[src/rtl/hazard_tracker.sv]
// Hazard tracker for the 5-stage pipeline. It tracks E/M/W occupancy and drives stall and operand-forward selects.
// Define HAZARD_STATS_EN to add the saturating stall_cnt output.
module hazard_fwd_sel #(
  parameter int RA_W = 5
) (
  input  logic            use_src,
  input  logic [RA_W-1:0] src,
  input  logic            m_ok,
  input  logic [RA_W-1:0] m_dest,
  input  logic            w_ok,
  input  logic [RA_W-1:0] w_dest,
  output logic [1:0]      sel
);
  // src==0 short-circuits everything, so a dest of $0 can never forward.
  always_comb begin
    sel = 2'b00;
    if (use_src && src != '0) begin
      if (m_ok && m_dest == src)      sel = 2'b01;
      else if (w_ok && w_dest == src) sel = 2'b10;
    end
  end
endmodule

module hazard_tracker #(
  parameter int RA_W     = 5,
  parameter int LINK_REG = 31,
  parameter int STAT_W   = 32
) (
  input  logic              clk,
  input  logic              reset,
  input  logic [31:0]       instr_d,
  input  logic [3:0]        type_d,
  input  logic              valid_d,
  output logic              stall,
  output logic [1:0]        fwd_rs_d,
  output logic [1:0]        fwd_rt_d,
  output logic [1:0]        fwd_rs_e,
  output logic [1:0]        fwd_rt_e
`ifdef HAZARD_STATS_EN
  ,output logic [STAT_W-1:0] stall_cnt
`endif
);
  localparam logic [3:0] T_R = 4'd1, T_IMM = 4'd2, T_BR = 4'd3, T_LD = 4'd4,
                         T_JR = 4'd5, T_JAL = 4'd6, T_ST = 4'd7;

  typedef struct packed {
    logic            valid;
    logic [3:0]      typ;
    logic [RA_W-1:0] dest;
    logic [RA_W-1:0] rs;
    logic [RA_W-1:0] rt;
  } stage_t;

  stage_t e, m, w, d_ent;

  function automatic logic [RA_W-1:0] dest_of(input logic [31:0] ins, input logic [3:0] t);
    case (t)
      T_R:        dest_of = ins[11+:RA_W];
      T_IMM, T_LD: dest_of = ins[16+:RA_W];
      T_JAL:      dest_of = RA_W'(LINK_REG);
      default:    dest_of = '0;
    endcase
  endfunction

  function automatic logic uses_rs(input logic [3:0] t);
    uses_rs = (t == T_R) || (t == T_IMM) || (t == T_BR) || (t == T_LD) || (t == T_JR) || (t == T_ST);
  endfunction

  function automatic logic uses_rt(input logic [3:0] t);
    uses_rt = (t == T_R) || (t == T_BR) || (t == T_ST);
  endfunction

  function automatic logic src_hit(input logic [RA_W-1:0] dest, input logic [3:0] t,
                                   input logic [RA_W-1:0] rs, input logic [RA_W-1:0] rt);
    src_hit = (dest != '0) && ((uses_rs(t) && rs == dest) || (uses_rt(t) && rt == dest));
  endfunction

  always_comb begin
    d_ent       = '0;
    d_ent.valid = 1'b1;
    d_ent.typ   = type_d;
    d_ent.dest  = dest_of(instr_d, type_d);
    d_ent.rs    = instr_d[21+:RA_W];
    d_ent.rt    = instr_d[16+:RA_W];
  end

  // Branches and jr resolve in D, so any in-flight writer in E (or a load still in M) blocks them.
  logic d_early, e_hit, m_hit;
  assign d_early = (type_d == T_BR) || (type_d == T_JR);
  assign e_hit   = e.valid && src_hit(e.dest, type_d, d_ent.rs, d_ent.rt);
  assign m_hit   = m.valid && src_hit(m.dest, type_d, d_ent.rs, d_ent.rt);
  assign stall   = valid_d && ((e_hit && e.typ == T_LD) || (d_early && e_hit) ||
                               (d_early && m_hit && m.typ == T_LD));

  // Four select slots: D.rs, D.rt, E.rs, E.rt.
  logic                 m_ok, w_ok;
  logic [3:0]           use_v;
  logic [3:0][RA_W-1:0] src_v;
  logic [3:0][1:0]      sel_v;

  assign m_ok  = m.valid && m.typ != T_LD;
  assign w_ok  = w.valid;
  assign use_v = {e.valid && uses_rt(e.typ), e.valid && uses_rs(e.typ), uses_rt(type_d), uses_rs(type_d)};
  assign src_v = {e.rt, e.rs, d_ent.rt, d_ent.rs};

  for (genvar g = 0; g < 4; g++) begin : g_fwd
    hazard_fwd_sel #(.RA_W(RA_W)) u_sel (
      .use_src (use_v[g]),
      .src     (src_v[g]),
      .m_ok    (m_ok),
      .m_dest  (m.dest),
      .w_ok    (w_ok),
      .w_dest  (w.dest),
      .sel     (sel_v[g])
    );
  end

  assign fwd_rs_d = sel_v[0];
  assign fwd_rt_d = sel_v[1];
  assign fwd_rs_e = sel_v[2];
  assign fwd_rt_e = sel_v[3];

  always_ff @(posedge clk) begin
    if (reset) begin
      e <= '0;
      m <= '0;
      w <= '0;
    end else begin
      w <= m;
      m <= e;
      if (!stall && valid_d) e <= d_ent;
      else                   e.valid <= 1'b0;
    end
  end

`ifdef HAZARD_STATS_EN
  always_ff @(posedge clk) begin
    if (reset)                    stall_cnt <= '0;
    else if (stall && ~&stall_cnt) stall_cnt <= stall_cnt + 1'b1;
  end
`endif
endmodule
[config.mk]
export PLATFORM = sky130hd
export DESIGN_NAME = hazard_tracker
export DESIGN_NICKNAME = d
export VERILOG_FILES = /design/src/rtl/hazard_tracker.sv
export SDC_FILE = /design/constraint.sdc
export NUM_CORES = 1
export LEC_CHECK = 0
export CAP_MARGIN = 20
export CORE_ASPECT_RATIO = 0.7
export CORE_MARGIN = 2
export CORE_UTILIZATION = 47
export DETAILED_ROUTE_END_ITERATION = 7
export MAX_ROUTING_LAYER = met4
export PLACE_DENSITY = 0.74
export SKIP_CTS_REPAIR_TIMING = 1
export SYNTH_ARGS = -nofsm -noshare
export SYNTH_HDL_FRONTEND = slang
export SYNTH_SLANG_ARGS = --single-unit
[constraint.sdc]
create_clock -name clk -period 2.39 [get_ports clk]
set_clock_uncertainty 0.15 [all_clocks]
set_input_delay 0.3585 -clock clk [delete_from_list [all_inputs] [get_ports clk]]
set_output_delay 0.3585 -clock clk [all_outputs]
set_load 0.01 [all_outputs]
==> key figures <==
Floorplan
  – Die area: 0.00546 sq mm
  – Cell Rows: 21
  – Chip Height: 62.4 microns
  – Starting density of the core: 0.484
  – I/O pins: 48
  – Chip width: 87.4 microns
  – Core outline area: 0.00473 sq mm

Clocking
  – Clk root buf: clkbuf_8
  – CTS HTree Levels: 2
  – Reg clk slew, reported paths: about 0.060 ns
  – CTS Buf Count: 5
  – Clock Path Buffers: 2
  – Clk Latency, worst-skew pair: 0.30 ns
  – CTS tree: yes
  – Num Clock Sinks: 36

Final layout
  – FF+latch area: 726 sq um
  – Area Growth Syn to Fin: 35.4%
  – Final Non-Filler Cells: around 370
  – Filler instances: 385
  – Area of the multi-input gates: roughly 0.0015 sq mm
  – Antenna cell count: 0
  – Layout cell share with drive strength beyond 1: 0.254
  – Final non-filler cell area: 0.00310 sq mm
  – Post-layout net count: 350

Flow run
  – Max capacitance violation total: 0

STA
  – RSZ-0062 raised after global routing: yes
  – Min Tclk post-route: 2.60 ns
  – Tcrit/Tclk final: 1.09
  – Final WS setup: -0.207 ns
  – F_max: 385 MHz
  – Hold Fails Final Rpt: 0
  – Final setup TNS: -0.207 ns
  – Slew Limit Fails: 0
  – Worst slew pin tran: just under 0.5 ns
  – Final setup viols: 1
  – Slew HR: 0.675
  – WHS: 0.357 ns

Routing
  – Routed wire per std cell: 16.4 microns
  – DRT iter0 DRCs: 98
  – Final ANT Viol Nets: 0
  – Final wirelength: 6.03 mm
  – Vias per Instance: 5.23
  – TritonRoute pass-1 iters: 4
  – Remaining DRCs: 0
  – Vias post-DR: 1923

Synthesis
  – Yosys warning total: 0
  – Most instantiated cells after synthesis: dfxtp_1 (36), xor2_1 (30), nand2b_1 (27), nor2b_1 (21), xnor2_1 (18)
  – Most common cell in the synthesized netlist: dfxtp_1
  – Post-synth EDFFs: 0
  – Synth Area in Simple Gates: 0.263
  – Synth top area share: 0.315
  – Largest family of logic cells by synthesized area: simple AND/OR/NAND/NOR gates
  – Cell count after synthesis: roughly 250
  – Synth Net Count: 291
  – Post-Syn Area: around 0.0023 sq mm
  – Average size of a mapped cell: around 9 sq um
  – Yosys reg bits: 36
  – Multiplexer share of the synthesized area: 0.103
  – Fraction of registers with async set/reset: 0
  – Prevailing post-synth register cell: dfxtp_1
  – Post-Synth Adder-Cell Area: 0.0218
  – Cell taking the most area after synthesis: dfxtp_1
  – Sequential area share after synthesis: 0.315
  – Post-synth cell types: 34
  – Synth Area in XOR/XNOR: 0.184
  – Post-synthesis compound-gate area fraction: 0.0672
  – Area contributors post-synth: dfxtp_1 (31%), xor2_1 (11%), nand2b_1 (7.4%), xnor2_1 (6.9%), mux2_4 (5.9%)

Worst setup path
  – Max stage delay on crit path: roughly 0.44 ns
  – Startpoint types: input pin
  – CP max FO: 3
  – Cell chain of the critical path: clkdlybuf4s50_1, nand2b_1, a21oi_2, nand4_1, a221o_1, o21ai_2, and2_1, dlymetal6s2s_1
  – CP delay by family, top: compound AO/OA/AOI/OAI gates
  – Arr. time, crit path: around 2.1 ns
  – Critical path required time: 1.88 ns
  – CP Class: in -> out
  – Slowest CP cell: clkdlybuf4s50_1
  – CP Capture Type: output pin
  – FF-to-FF setup slack: 0.22 ns
  – Bufs and invs on worst path: 2

Status
  – Violated checks: negative setup slack
  – Status: finished with violations

GRT
  – Largest net degree at the start of global routing: 34
  – Gr usage total: 0.236
  – Initial antenna violation count: 0
  – First-pass GRT wire length: 9.47 mm
  – Remaining global-route overflow: 0
  – Vias in the first global route: 1898

Power and ir drop
  – Leakage: 1.52 nW
  – Max IR drop VDD: approximately 0.33 mV
  – Pwr Density: 456 mW/mm^2

Place
  – Placed cells: 360
  – Post-DP HPWL: 4.50 mm
  – Area of placed instances: 0.00288 sq mm
  – Port Buf Inserts: 30
  – Pre-CTS setup slack: -0.721 ns
  – Routability cong.: 0.874

Hold path
  – Hold Path Class: reg -> reg
worst paths after layout:
kind             start  cells after the start  endpoint
max          type_d[3]                      8     stall
min              e[19]                      1     m[19]
max reg2reg      e[11]                      7      e[0]
min reg2reg      e[19]                      1     m[19]
cell usage in the layout, fill, tap and decap left out, types with 2 or more instances in the layout:
master	Yosys	layout
clkdlybuf4s50_1	0	9
mux2_4	9	9
xor2_1	30	30
buf_6	1	2
dfxtp_1	36	32
nor3_1	15	13
dlymetal6s2s_1	0	20
dfxtp_2	0	4
or4_1	5	5
o21ai_2	0	3
maj3_1	5	5
nor4_2	0	2
nor4_1	7	5
inv_1	4	4
nand4_1	5	5
nand2b_1	27	27
nor2b_1	21	20
a21oi_2	0	2
a22oi_1	5	5
xnor2_1	18	18
mux2i_1	10	10
clkbuf_8	0	7
nor3_2	0	2
nand3_1	6	6
buf_4	0	40
nor2_1	8	8
final cells by class:
class / count / share of cell area
well taps: 57 / 0.0230
flip-flops and latches: 36 / 0.234
multi-input cells: 192 / 0.492
inverters: 4 / 0.00484
clock buffers: 7 / 0.0311
repair buffers: 72 / 0.215
kinds of logic (layout without fill, tap and decap cells):
family          after synthesis  after routing
buf+inv                      24             83
compound gates               19             19
flops                        36             36
mux                          19             19
xor+xnor                     48             48
simple gates                101            101
fa+ha+maj                     5              5
flip-flops by register name, summed over array words and instances (netlist names):
register,cells
m,10
w_ok,1
e,20
w,5
routing by layer:
metal,vias up,GRT usage,part of all wire
li1,974,-,-
met5,-,-,0
met3,10,0.0528,0.073
met2,57,0.332,0.43
met4,0,0.0731,0.014
met1,882,0.336,0.48
power breakdown:
part | total [mW] | switching, mW | internal (mW)
clock | 0.477 | 0.220 | 0.257
sequential | 0.652 | 0.0273 | 0.625
combinational | 0.287 | 0.129 | 0.158
total | 1.42 | 0.376 | 1.04
per-stage QoR:
stage,utilization,power [mW]
floorplan,-,0.826
global placement,0.608,0.935
detailed placement,0.608,0.940
CTS,0.629,1.41
global route,0.656,1.47
finish,0.656,1.42
Power figures use the tool's default switching activity.
==> RTL change (same settings) <==
The option `HAZARD_STATS_EN` is turned on by a define.
--- a/src/rtl/hazard_tracker.sv
+++ b/src/rtl/hazard_tracker.sv
@@ -1,5 +1,7 @@
 // Hazard tracker for the 5-stage pipeline. It tracks E/M/W occupancy and drives stall and operand-forward selects.
 // Define HAZARD_STATS_EN to add the saturating stall_cnt output.
+`define HAZARD_STATS_EN
+
 module hazard_fwd_sel #(
   parameter int RA_W = 5
 ) (
Behaviour (old outputs only; new: stall_cnt): unchanged (Yosys induction, for registers that start in step).
==> RTL change against the unedited design <==
- cell area up 110%
- worst hold slack lost 0.17 ns
- setup slack worse by 0.21 ns
- die area up 63%
- total power is 120% higher
- clock power increased to 3.1 times the old value
- sequential power increased by 83%
- first-iteration DRC count increased to 5.7 times the old value
- sequential cell count is 32 higher
- count of clock-buffer cells in the layout is 2 higher
- the run still ends with setup timing left
- synthesized area rose by 67%
- utilization rose by 18 points
- critical endpoint is now stall_cnt[10]
- wire length rose to 2.9 times the old value
==> RTL change: results (changes against the unedited design) <==
Status: finished, violations left
Failing checks: setup timing
Crit Path Max Fanout: 6 (+3)
Largest net degree at the start of global routing: 38 (+12%)
Worst rel slew slack: 70.39% (+2.9 points)
Most instantiated cells after synthesis: dfxtp_1 (68), nor2_1 (41), nand2_1 (32), xnor2_1 (32), nor2b_1 (30)
First-pass GRT wire length: 19020 um (+100%)
Setup TNS: -12.45 ns (-12.25 ns)
Register area share after synthesis: 35.52% (+4.1 points)
Clk root buf: clkbuf_16
DRT iter0 DRCs: 562 (+470%)
H-tree depth: 3 (+1)
Final setup vio count: 55 (+54)
Synth Area in XOR/XNOR: 12.11% (-6.2 points)
Gp weighted congestion: 0.9133 (+4.5%)
Inst Count DP: 686 (+91%)
Placed wire-length estimate: 8408 um (+87%)
Post-Synth Adder-Cell Area: 0.3265% (-1.9 points)
Final nets: 660 (+89%)
Syn nets: 501 (+72%)
Avg Cell Area, Syn: 8.313 um2 (-8.6%)
Mux share of post-synthesis cell area: 7.444% (-2.8 points)
Total Routed Length: 17610 um (+190%)
Layout cell share with drive strength beyond 1: 40.48% (+15 points)
Number of global-route vias before repair: 3943 (+110%)
Total CTS buffers: 9 (+4)
Leak pwr: 2.779 nW (+83%)
Worst Slack Setup Final: -0.4131 ns (-0.2059 ns)
Hold WC Path Type: in2reg
Average vias per placed instance: 6.541 (+25%)
Drt pass-1 iters: 6 (+2)
Biggest regs: stall_cnt: 32 flops, e: 20 flops, m: 10 flops
Crit end category: flop
Top cells by area, synth: dfxtp_1 (36%), xnor2_1 (7.3%), nor2b_1 (4.9%)
Synth cell types: 45 (+32%)
## RTL change: worst paths after layout
check | startpoint | endpoint | slack [ns] | cells past startpoint
setup / recovery | e[16] | stall_cnt[10] | -0.41 | 8
hold / removal | reset | stall_cnt[20] | 0.19 | 2
setup reg to reg | e[16] | stall_cnt[10] | -0.41 | 8
hold reg to reg | e[14] | m[14] | 0.38 | 1
## RTL change: final cells by class
class	instances	area, um2	area share, %
Clock inverter	7	98.84	1.511
Clock buffer	9	225.2	3.443
Multi-Input combinational cell	354	2994	45.77
Tap cell	101	126.4	1.932
Inverter	7	26.28	0.4017
Timing Repair Buffer	180	1679	25.67
Sequential cell	68	1391	21.27
## RTL change: where the power goes
part	internal (mW)	total (mW)	switching, mW
sequential	1.15	1.19	0.0316
combinational	0.184	0.391	0.207
clock	0.921	1.49	0.566
total	2.26	3.06	0.806
## RTL change: metrics by stage
step                worst slack (ns)  cell area, um2  hold WS, ns
detailed placement           -0.8246            5315       0.3312
floorplan                   -0.06207            4004       0.2960
finish                       -0.4131            6541       0.1859
global route                 -0.4703            6541       0.1930
CTS                          -0.8149            5639       0.1732
global placement             -0.7760            5315       0.3188
## RTL change: metal layers
metal	up-vias	wire length, um	GRT usage (%)	share of wire [%]
met5	-	0	-	0
met4	0	1111	8.171	6.3
met3	133	1897	6.378	11
met2	427	7899	42.97	45
met1	2227	6703	35.52	38
li1	1962	-	-	-
## RTL change: cell families (layout without fill, tap and decap cells)
| logic type | count (synthesis) | after routing |
|---|---|---|
| fa+ha+maj | 1 | 1 |
| mux | 27 | 27 |
| buf+inv | 43 | 203 |
| compound gates | 65 | 69 |
| simple gates | 204 | 204 |
| xor+xnor | 53 | 53 |
| flops | 68 | 68 |
## RTL change: worst max-delay path, stage by stage, from the launching register on
cell	delay, ns
dfxtp_1	0.32
nand2b_1	0.21
or3_1	0.37
a21oi_1	0.30
a21boi_4	0.35
buf_4	0.21
o221ai_4	0.18
or4_1	0.46
a21oi_1	0.17
